<file path="config.mk">
export PLATFORM = sky130hd
export DESIGN_NAME = mem_port_arbiter_flat
export DESIGN_NICKNAME = d
export VERILOG_FILES = /design/src/rtl/mem_port_arbiter_if.sv /design/src/rtl/mem_port_arbiter.sv /design/src/flat_wrapper.sv
export SDC_FILE = /design/constraint.sdc
export NUM_CORES = 1
export LEC_CHECK = 0
export ABC_AREA = 1
export BUFFER_PORTS_ARGS = -buffer_cell sky130_fd_sc_hd__buf_4
export CAP_MARGIN = 20
export CORE_MARGIN = 4
export CORE_UTILIZATION = 47
export DETAILED_ROUTE_END_ITERATION = 8
export PLACE_DENSITY = 0.8
export SLEW_MARGIN = 20
export SYNTH_ARGS = -nofsm -noshare
export SYNTH_HDL_FRONTEND = slang
export SYNTH_SLANG_ARGS = --single-unit
</file>
<file path="constraint.sdc">
create_clock -name clk -period 6.7 [get_ports clk]
set_clock_uncertainty 0.2 [all_clocks]
set_input_delay 1.34 -clock clk [delete_from_list [all_inputs] [get_ports clk]]
set_output_delay 1.34 -clock clk [all_outputs]
set_load 0.01 [all_outputs]
</file>
<file path="src/rtl/mem_port_arbiter_if.sv">
// Requester, RAM and status signals of the shared memory port.
// The arbiter takes the slave side; requesters and RAM model take the master side.
interface mem_port_arbiter_if #(
  parameter int ADDR_WIDTH = 32,
  parameter int DATA_WIDTH = 32
);
  logic                  if_req;
  logic [ADDR_WIDTH-1:0] if_addr;
  logic                  if_ready;
  logic [DATA_WIDTH-1:0] if_rdata;

  logic                  mem_req;
  logic                  mem_we;
  logic [ADDR_WIDTH-1:0] mem_addr;
  logic [DATA_WIDTH-1:0] mem_wdata;
  logic                  mem_ready;
  logic [DATA_WIDTH-1:0] mem_rdata;

  logic                  ram_en;
  logic                  ram_we;
  logic [ADDR_WIDTH-1:0] ram_addr;
  logic [DATA_WIDTH-1:0] ram_wdata;
  logic [DATA_WIDTH-1:0] ram_rdata;

  logic                  busy;

  modport slave (
    input  if_req, if_addr, mem_req, mem_we, mem_addr, mem_wdata, ram_rdata,
    output if_ready, if_rdata, mem_ready, mem_rdata,
           ram_en, ram_we, ram_addr, ram_wdata, busy
  );

  modport master (
    output if_req, if_addr, mem_req, mem_we, mem_addr, mem_wdata, ram_rdata,
    input  if_ready, if_rdata, mem_ready, mem_rdata,
           ram_en, ram_we, ram_addr, ram_wdata, busy
  );
endinterface

</file>
<file path="src/rtl/mem_port_arbiter.sv">
// Shares one fixed-latency single-port RAM between fetch (read-only) and data (read/write) requesters.
// Ready pulses 2+MEM_LATENCY cycles after the request is seen in IDLE; losers simply hold their request.
module mem_port_arbiter #(
  parameter int ADDR_WIDTH      = 32,
  parameter int DATA_WIDTH      = 32,
  parameter int MEM_LATENCY     = 2,
  parameter int MAX_DATA_STREAK = 4
) (
  input  logic              clk,
  input  logic              reset,
  mem_port_arbiter_if.slave bus
);

  localparam int CNT_W    = $clog2(MEM_LATENCY + 1);
  localparam int STREAK_W = $clog2(MAX_DATA_STREAK + 1);
  localparam logic [CNT_W-1:0]    LAT_INIT   = CNT_W'(MEM_LATENCY);
  localparam logic [STREAK_W-1:0] STREAK_MAX = STREAK_W'(MAX_DATA_STREAK);

  typedef enum logic [1:0] {
    IDLE  = 2'd0,
    ISSUE = 2'd1,
    WAIT  = 2'd2,
    RESP  = 2'd3
  } state_t;

  typedef enum logic {
    OWN_FETCH = 1'b0,
    OWN_DATA  = 1'b1
  } owner_t;

  state_t                state_q,     state_d;
  owner_t                owner_q,     owner_d;
  logic [CNT_W-1:0]      cnt_q,       cnt_d;
  logic [STREAK_W-1:0]   streak_q,    streak_d;
  logic                  ram_en_q,    ram_en_d;
  logic                  ram_we_q,    ram_we_d;
  logic [ADDR_WIDTH-1:0] ram_addr_q,  ram_addr_d;
  logic [DATA_WIDTH-1:0] ram_wdata_q, ram_wdata_d;
  logic                  if_ready_q,  if_ready_d;
  logic                  mem_ready_q, mem_ready_d;
  logic [DATA_WIDTH-1:0] if_rdata_q,  if_rdata_d;
  logic [DATA_WIDTH-1:0] mem_rdata_q, mem_rdata_d;
  logic                  busy_q,      busy_d;
  logic                  grant_data;

  // Data has priority unless fetch has already been passed over MAX_DATA_STREAK times.
  assign grant_data = bus.mem_req && !(bus.if_req && (streak_q == STREAK_MAX));

  always_comb begin
    state_d     = state_q;
    owner_d     = owner_q;
    cnt_d       = cnt_q;
    streak_d    = streak_q;
    ram_en_d    = 1'b0;
    ram_we_d    = ram_we_q;
    ram_addr_d  = ram_addr_q;
    ram_wdata_d = ram_wdata_q;
    if_ready_d  = 1'b0;
    mem_ready_d = 1'b0;
    if_rdata_d  = if_rdata_q;
    mem_rdata_d = mem_rdata_q;

    unique case (state_q)
      IDLE: begin
        if (bus.mem_req || bus.if_req) begin
          // The RAM-side registers double as the latched request for the whole access.
          state_d  = ISSUE;
          ram_en_d = 1'b1;
          if (grant_data) begin
            owner_d     = OWN_DATA;
            ram_we_d    = bus.mem_we;
            ram_addr_d  = bus.mem_addr;
            ram_wdata_d = bus.mem_wdata;
            if (!bus.if_req) begin
              streak_d = '0;
            end else if (streak_q != STREAK_MAX) begin
              streak_d = streak_q + STREAK_W'(1);
            end
          end else begin
            owner_d     = OWN_FETCH;
            ram_we_d    = 1'b0;
            ram_addr_d  = bus.if_addr;
            ram_wdata_d = '0;
            streak_d    = '0;
          end
        end
      end
      ISSUE: begin
        state_d = WAIT;
        cnt_d   = LAT_INIT;
      end
      WAIT: begin
        cnt_d = cnt_q - CNT_W'(1);
        if (cnt_q == CNT_W'(1)) begin
          state_d = RESP;
          if (owner_q == OWN_DATA) begin
            mem_ready_d = 1'b1;
            if (!ram_we_q) begin
              mem_rdata_d = bus.ram_rdata;
            end
          end else begin
            if_ready_d = 1'b1;
            if_rdata_d = bus.ram_rdata;
          end
        end
      end
      RESP: begin
        state_d = IDLE;
      end
      default: begin
        state_d = IDLE;
      end
    endcase

    busy_d = (state_d != IDLE);
  end

  always_ff @(posedge clk or posedge reset) begin
    if (reset) begin
      state_q     <= IDLE;
      owner_q     <= OWN_FETCH;
      cnt_q       <= '0;
      streak_q    <= '0;
      ram_en_q    <= 1'b0;
      ram_we_q    <= 1'b0;
      ram_addr_q  <= '0;
      ram_wdata_q <= '0;
      if_ready_q  <= 1'b0;
      mem_ready_q <= 1'b0;
      if_rdata_q  <= '0;
      mem_rdata_q <= '0;
      busy_q      <= 1'b0;
    end else begin
      state_q     <= state_d;
      owner_q     <= owner_d;
      cnt_q       <= cnt_d;
      streak_q    <= streak_d;
      ram_en_q    <= ram_en_d;
      ram_we_q    <= ram_we_d;
      ram_addr_q  <= ram_addr_d;
      ram_wdata_q <= ram_wdata_d;
      if_ready_q  <= if_ready_d;
      mem_ready_q <= mem_ready_d;
      if_rdata_q  <= if_rdata_d;
      mem_rdata_q <= mem_rdata_d;
      busy_q      <= busy_d;
    end
  end

  assign bus.ram_en    = ram_en_q;
  assign bus.ram_we    = ram_we_q;
  assign bus.ram_addr  = ram_addr_q;
  assign bus.ram_wdata = ram_wdata_q;
  assign bus.if_ready  = if_ready_q;
  assign bus.mem_ready = mem_ready_q;
  assign bus.if_rdata  = if_rdata_q;
  assign bus.mem_rdata = mem_rdata_q;
  assign bus.busy      = busy_q;

endmodule

</file>
<file path="src/flat_wrapper.sv">
// flat-port wrapper written by rule: the top's interface ports become plain ports
module mem_port_arbiter_flat 
#(
  parameter int ADDR_WIDTH      = 32,
  parameter int DATA_WIDTH      = 32,
  parameter int MEM_LATENCY     = 2,
  parameter int MAX_DATA_STREAK = 4
)
  (clk, reset, bus_if_req, bus_if_addr, bus_mem_req, bus_mem_we, bus_mem_addr, bus_mem_wdata, bus_ram_rdata, bus_if_ready, bus_if_rdata, bus_mem_ready, bus_mem_rdata, bus_ram_en, bus_ram_we, bus_ram_addr, bus_ram_wdata, bus_busy);
  mem_port_arbiter_if #(.ADDR_WIDTH(ADDR_WIDTH), .DATA_WIDTH(DATA_WIDTH)) bus_i ();
  input  logic clk;
  input  logic reset;
  input wire logic [$bits(bus_i.if_req)-1:0] bus_if_req;
  input wire logic [$bits(bus_i.if_addr)-1:0] bus_if_addr;
  input wire logic [$bits(bus_i.mem_req)-1:0] bus_mem_req;
  input wire logic [$bits(bus_i.mem_we)-1:0] bus_mem_we;
  input wire logic [$bits(bus_i.mem_addr)-1:0] bus_mem_addr;
  input wire logic [$bits(bus_i.mem_wdata)-1:0] bus_mem_wdata;
  input wire logic [$bits(bus_i.ram_rdata)-1:0] bus_ram_rdata;
  output wire logic [$bits(bus_i.if_ready)-1:0] bus_if_ready;
  output wire logic [$bits(bus_i.if_rdata)-1:0] bus_if_rdata;
  output wire logic [$bits(bus_i.mem_ready)-1:0] bus_mem_ready;
  output wire logic [$bits(bus_i.mem_rdata)-1:0] bus_mem_rdata;
  output wire logic [$bits(bus_i.ram_en)-1:0] bus_ram_en;
  output wire logic [$bits(bus_i.ram_we)-1:0] bus_ram_we;
  output wire logic [$bits(bus_i.ram_addr)-1:0] bus_ram_addr;
  output wire logic [$bits(bus_i.ram_wdata)-1:0] bus_ram_wdata;
  output wire logic [$bits(bus_i.busy)-1:0] bus_busy;
  assign bus_i.if_req = bus_if_req;
  assign bus_i.if_addr = bus_if_addr;
  assign bus_i.mem_req = bus_mem_req;
  assign bus_i.mem_we = bus_mem_we;
  assign bus_i.mem_addr = bus_mem_addr;
  assign bus_i.mem_wdata = bus_mem_wdata;
  assign bus_i.ram_rdata = bus_ram_rdata;
  assign bus_if_ready = bus_i.if_ready;
  assign bus_if_rdata = bus_i.if_rdata;
  assign bus_mem_ready = bus_i.mem_ready;
  assign bus_mem_rdata = bus_i.mem_rdata;
  assign bus_ram_en = bus_i.ram_en;
  assign bus_ram_we = bus_i.ram_we;
  assign bus_ram_addr = bus_i.ram_addr;
  assign bus_ram_wdata = bus_i.ram_wdata;
  assign bus_busy = bus_i.busy;
  mem_port_arbiter #(.ADDR_WIDTH(ADDR_WIDTH), .DATA_WIDTH(DATA_WIDTH), .MEM_LATENCY(MEM_LATENCY), .MAX_DATA_STREAK(MAX_DATA_STREAK)) u_core (.clk(clk), .reset(reset), .bus(bus_i));
endmodule
</file>
[Word-level counts from Yosys, hierarchy flattened]
Index checks and enable logic that the tools add are counted.
Storage, ports and cells
  input bits: 133
  output and inout port bits: 133
  register bits after elaboration: 141
  word-level logic and storage cells: 54
Cells by class
  equality and inequality tests: 7
  multiplexer cells: 19
  reductions and logical operators: 11
  add/subtract/negate cells: 2
  bitwise operators: 2
Operators by type and width (count)
  $mux W32: 2
  $mux W1: 10
  $mux W3: 3
  $pmux W2 S4: 1
  $ne A3 B3 Y1 const B: 2
  $reduce_and A3 Y1: 2
  $eq A2 B1 Y1 const B: 2
  $eq A2 B2 Y1 const B: 2
  $mux W2: 2
  $pmux W2 S2: 1
  $reduce_and A4 Y1: 1
  $reduce_bool A2 Y1: 2
  $add A3 B1 Y3 const B: 1
  $eq A3 B3 Y1 const B: 1
  $logic_and A1 B1 Y1: 2
  $logic_not A2 Y1: 1
  $not A1 Y1: 2
  $reduce_and A2 Y1: 1
  $sub A2 B1 Y2 const B: 1
  $logic_not A1 Y1: 1
  $logic_or A1 B1 Y1: 1

[Longest topological paths before layout]
  depth in word-level cells: 6
  depth in mapped cells: 8
  gate-level depth less buffers: 7

[Worst setup path after synthesis]
OpenSTA, ideal clock, no wires.
  path kind: input -> register
  start: in bus_mem_req
  end: reg u_core.ram_addr_q[13] (netlist: u_core.bus.ram_addr[13])
  arrival: 2.018 ns
  library setup time: 0.118 ns
  setup slack: 4.364 ns
  path buffers: 2
  cell stages on the path: 8
  data required time: 6.382 ns
  cell sequence: buf_4 -> inv_2 -> nand2_2 -> nand2_2 -> inv_2 -> buf_4 -> nand3_1 -> nand2_1
Between the ends
  word-level cells in the longest chain between the ends: 2
  elaborated cells between the ends (all ways): 4
  classes of those cells: mux (1); reduce/logical (3)
Ends and longest elaborated chain
  start: declaration: line flat_wrapper.sv:15  | input wire logic [$bits(bus_i.mem_req)-1:0] bus_mem_req;
  $logic_and A1 B1 Y1 / $logic_or A1 B1 Y1 (equally long branches): line mem_port_arbiter.sv:47, mem_port_arbiter.sv:65
  $mux W32 / $reduce_and A2 Y1 (equally long branches)
  end signal: assignment: line mem_port_arbiter.sv:140  | ram_addr_q <= ram_addr_d;
  end: declaration: line mem_port_arbiter.sv:37  | logic [ADDR_WIDTH-1:0] ram_addr_q, ram_addr_d;
Parallel ways exist; a longest one is shown, timed or not.
A chain may end at the register's enable or synchronous reset.

[Worst setup path in the final report]
  start: in bus_if_req
  end: reg u_core.ram_wdata_q[12] (netlist: u_core.bus.ram_wdata[12])
Between the ends
  word-level cells in the longest chain between the ends: 4
  elaborated cells between the ends (all ways): 6
  classes of those cells: mux (1); reduce/logical (5)
Ends and longest elaborated chain
  start: declaration: line flat_wrapper.sv:13  | input wire logic [$bits(bus_i.if_req)-1:0] bus_if_req;
  $logic_and A1 B1 Y1: line mem_port_arbiter.sv:47  | assign grant_data = bus.mem_req && !(bus.if_req && (streak_q == STREAK_MAX));
  $logic_not A1 Y1: line mem_port_arbiter.sv:47
  $logic_and A1 B1 Y1: line mem_port_arbiter.sv:47
  $mux W32: line mem_port_arbiter.sv:69  | if (grant_data) begin
  end signal: assignment: line mem_port_arbiter.sv:141  | ram_wdata_q <= ram_wdata_d;
  end: declaration: line mem_port_arbiter.sv:38  | logic [DATA_WIDTH-1:0] ram_wdata_q, ram_wdata_d;
Parallel ways exist; a longest one is shown, timed or not.

==> run metrics <==
DR iter-0 viols=between 400 and 500; Final setup viols=0; total track usage=22.8%; GPL Wtd Cong=around 0.8; Warnings, synthesis=0; Comb pwr share=roughly two fifths; Synth area leader=dfrtp_1; Crit. End Element=flop; Slowest cell on crit path=nor2_4; RSZ-0062 raised after global routing=false; # Post-CTS Setup Buffers=0; CTS buffer count=17; antenna violations before repair=0; Leak=between 4 and 5 nW; VDD IR max=219 uV; CTS clock-pin slew for the worst setup and hold paths=roughly 0.060 ns; final wirelength=around 16 mm; Worst Path Required=6.85 ns; Clock Path Buffers=2; Slew HR=between 50% and 60%; Post-Syn Area=between 0.006 and 0.007 sq mm; flops & latches, synth=around 140; final worst-path setup slack=around 3.6 ns; outcome=finished, final reports clean; die area=approximately 0.015 sq mm; # DRC=0; Worst-Margin Slew=about 0.74 ns; core area=0.0126 sq mm; Final min period=around 3.1 ns; die height=between 100 and 150 microns; Layout area overhead=44.2%; DP Worst Slack=between 3 and 4 ns; Setup CP Type=in -> reg; Clock power frac=between 20% and 30%; Avg Inst Size Synth=between 8 and 9 sq um; period utilisation layout=between 40% and 50%; number of global-route vias before repair=5310; Tightest Hold Check Type=reg -> reg; hold path cells=2; Die W=121 microns; pwr dens=about 470 mW/mm^2; crit path max fanout=34; share of the synthesized area in the top cell type=between 50% and 60%; grt total ovfl=0; diodes inserted=0; DR vias/cell=4.69; Net Sw Frac=a little over a third; Port Buffers=265; number of hold violations in the final report=0; crit path cell chain=buf_4, nand3_2, nand2_4, nor2_4, nand2_1, nand2_1; Synth Instances=709; hold_buf cts=0; Detailed Place HPWL=11.4 mm; FP Rows=41; CTS tree=built; register area share after synthesis=between 50 and 60%; most used cell, CP=nand2_1; remaining antenna violation count=0; Peak Freq=around 320 MHz; layout cells sized above 1=approximately a third; top cells by area, synth=dfrtp_1 (59%), nand2_1 (17%), inv_1 (6.7%), nand3_1 (5.3%), o21ai_0 (3.8%); crit path DAT=approximately 3.3 ns; vias=around 5.4k; Power Internal=approximately 2.6 mW; setup TNS=0 ns; NumNets Final=between 1k and 1.5k; Syn Nets=around 850; Clock Tree Root=clkbuf_16; first-pass GRT wire length=about 26 mm; Max Slew Vio Count=0; Max-cap violations=0; DR WL/cell=between 10 and 15 microns; 1st-pass router iterations=5; number of H-tree levels=4; largest net degree at the start of global routing=86; Yosys cell types=24; worst skew pair latency=about 0.41 ns; Psw=1.45 mW; num ports=between 200 and 300; crit start category=input port; Initial Utilization=between 40% and 50%; sequential power share=a little over a third; Crit path largest cell delay=roughly 0.69 ns; CTS sink count=between 100 and 150; post-CTS sizing=0; FF-to-FF path depth=7
==> critical path: cells and delay by family <==
kind | cells | cell delay, ns
AND/OR/NAND/NOR | 5 | 1.80
buffers and inverters | 1 | 0.12
==> sequential cells by signal, indices dropped and copies added (netlist names) <==
signal                cells
u_core.bus.if_rdata      32
u_core.streak_q           3
u_core.bus.mem_rdata     32
u_core.cnt_q              2
u_core.owner_q            1
u_core.bus.busy           1
u_core.bus.ram_wdata     32
u_core.bus.ram_en         1
u_core.bus.if_ready       1
u_core.bus.mem_ready      1
u_core.bus.ram_addr      32
u_core.bus.ram_we         1
u_core.state_q            2
==> power by group through the flow <==
stage	Clock, mW	Sequential, mW	Combinational, mW
final	0.979	1.50	1.62
after global routing	1.04	1.54	1.80
after CTS	0.993	1.50	1.64
after detailed placement	0	1.50	1.63
after global placement	0	1.49	1.58
after floorplan	0	1.66	0.622
==> layout by cell type (no fill, tap or decap), types with 2 or more instances in the layout <==
master	instances
o21ai_0	46
buf_4	268
clkinv_2	2
inv_2	3
inv_1	107
nand3_2	2
bufinv_16	3
inv_6	4
nand3_1	64
nand2_1	265
clkbuf_16	17
clkinvlp_4	2
clkbuf_8	3
nand2_2	2
dfrtp_1	141
o21ai_1	26
nor3_1	2
clkinv_4	2
ha_1	6
==> per-stage QoR <==
step                hold slack (ns)  power [mW]  cells  utilization [%]  cell area, sq um
finish                        0.277        4.10   1146             69.0              8680
global route                  0.302        4.38   1146             69.0              8680
CTS                           0.282        4.13   1146             69.0              8670
detailed placement            0.266        3.13   1114             64.0              8040
global placement              0.264        3.07   1114             64.0              8040
floorplan                     0.273        2.29    709                -              6020
==> layer usage <==
layer / wire, microns / up-vias / GRT usage, % / part of all wire (%)
met5: 0 / - / 0 / 0
met4: 529 / 0 / 9.31 / 3.2
met3: 1060 / 37 / 6.85 / 6.5
met2: 8490 / 185 / 38.0 / 52
met1: 6340 / 2488 / 27.9 / 39
li1: - / 2665 / - / -
==> synthesized netlist by cell type, drive strengths merged <==
cell type / instances
nand2: 268
dfrtp: 141
inv: 111
o21ai: 72
nand3: 67
buf: 30
ha: 6
clkbuf: 5
nor2: 2
nor3: 2
nand3b: 1
nand4: 1
o211ai: 1
o21a: 1
xnor2: 1
==> kinds of logic (layout without fill, tap and decap cells) <==
logic type | Yosys count | in the layout | synth area share (%)
simple gates | 341 | 341 | 23.4
buf+inv | 146 | 411 | 10.3
flops | 141 | 141 | 58.7
compound gates | 74 | 74 | 6.24
fa+ha+maj | 6 | 6 | 1.25
xor+xnor | 1 | 1 | 0.146
==> path summary, 6_finish.rpt <==
path                                        start                        to  slack (ns)
setup reg to reg               u_core.streak_q[0]  u_core.bus.ram_wdata[12]        3.95
min in group asynchronous                   reset  u_core.bus.mem_rdata[20]        0.87
max in group asynchronous                   reset        u_core.streak_q[2]        4.23
hold reg to reg            u_core.bus.ram_addr[1]    u_core.bus.ram_addr[1]        0.28
hold / removal             u_core.bus.ram_addr[1]    u_core.bus.ram_addr[1]        0.28
setup / recovery                       bus_if_req  u_core.bus.ram_wdata[12]        3.57
==> cell type report <==
cell class | count | area [sq um]
multi-input combinational | 422 | 1870
tap | 172 | 215
clock buffer | 20 | 467
clock inverter | 12 | 159
sequential | 141 | 3530
timing repair buffer | 268 | 2010
inverter | 111 | 422
fill | 1039 | 3890
Power figures use the tool's default switching activity.
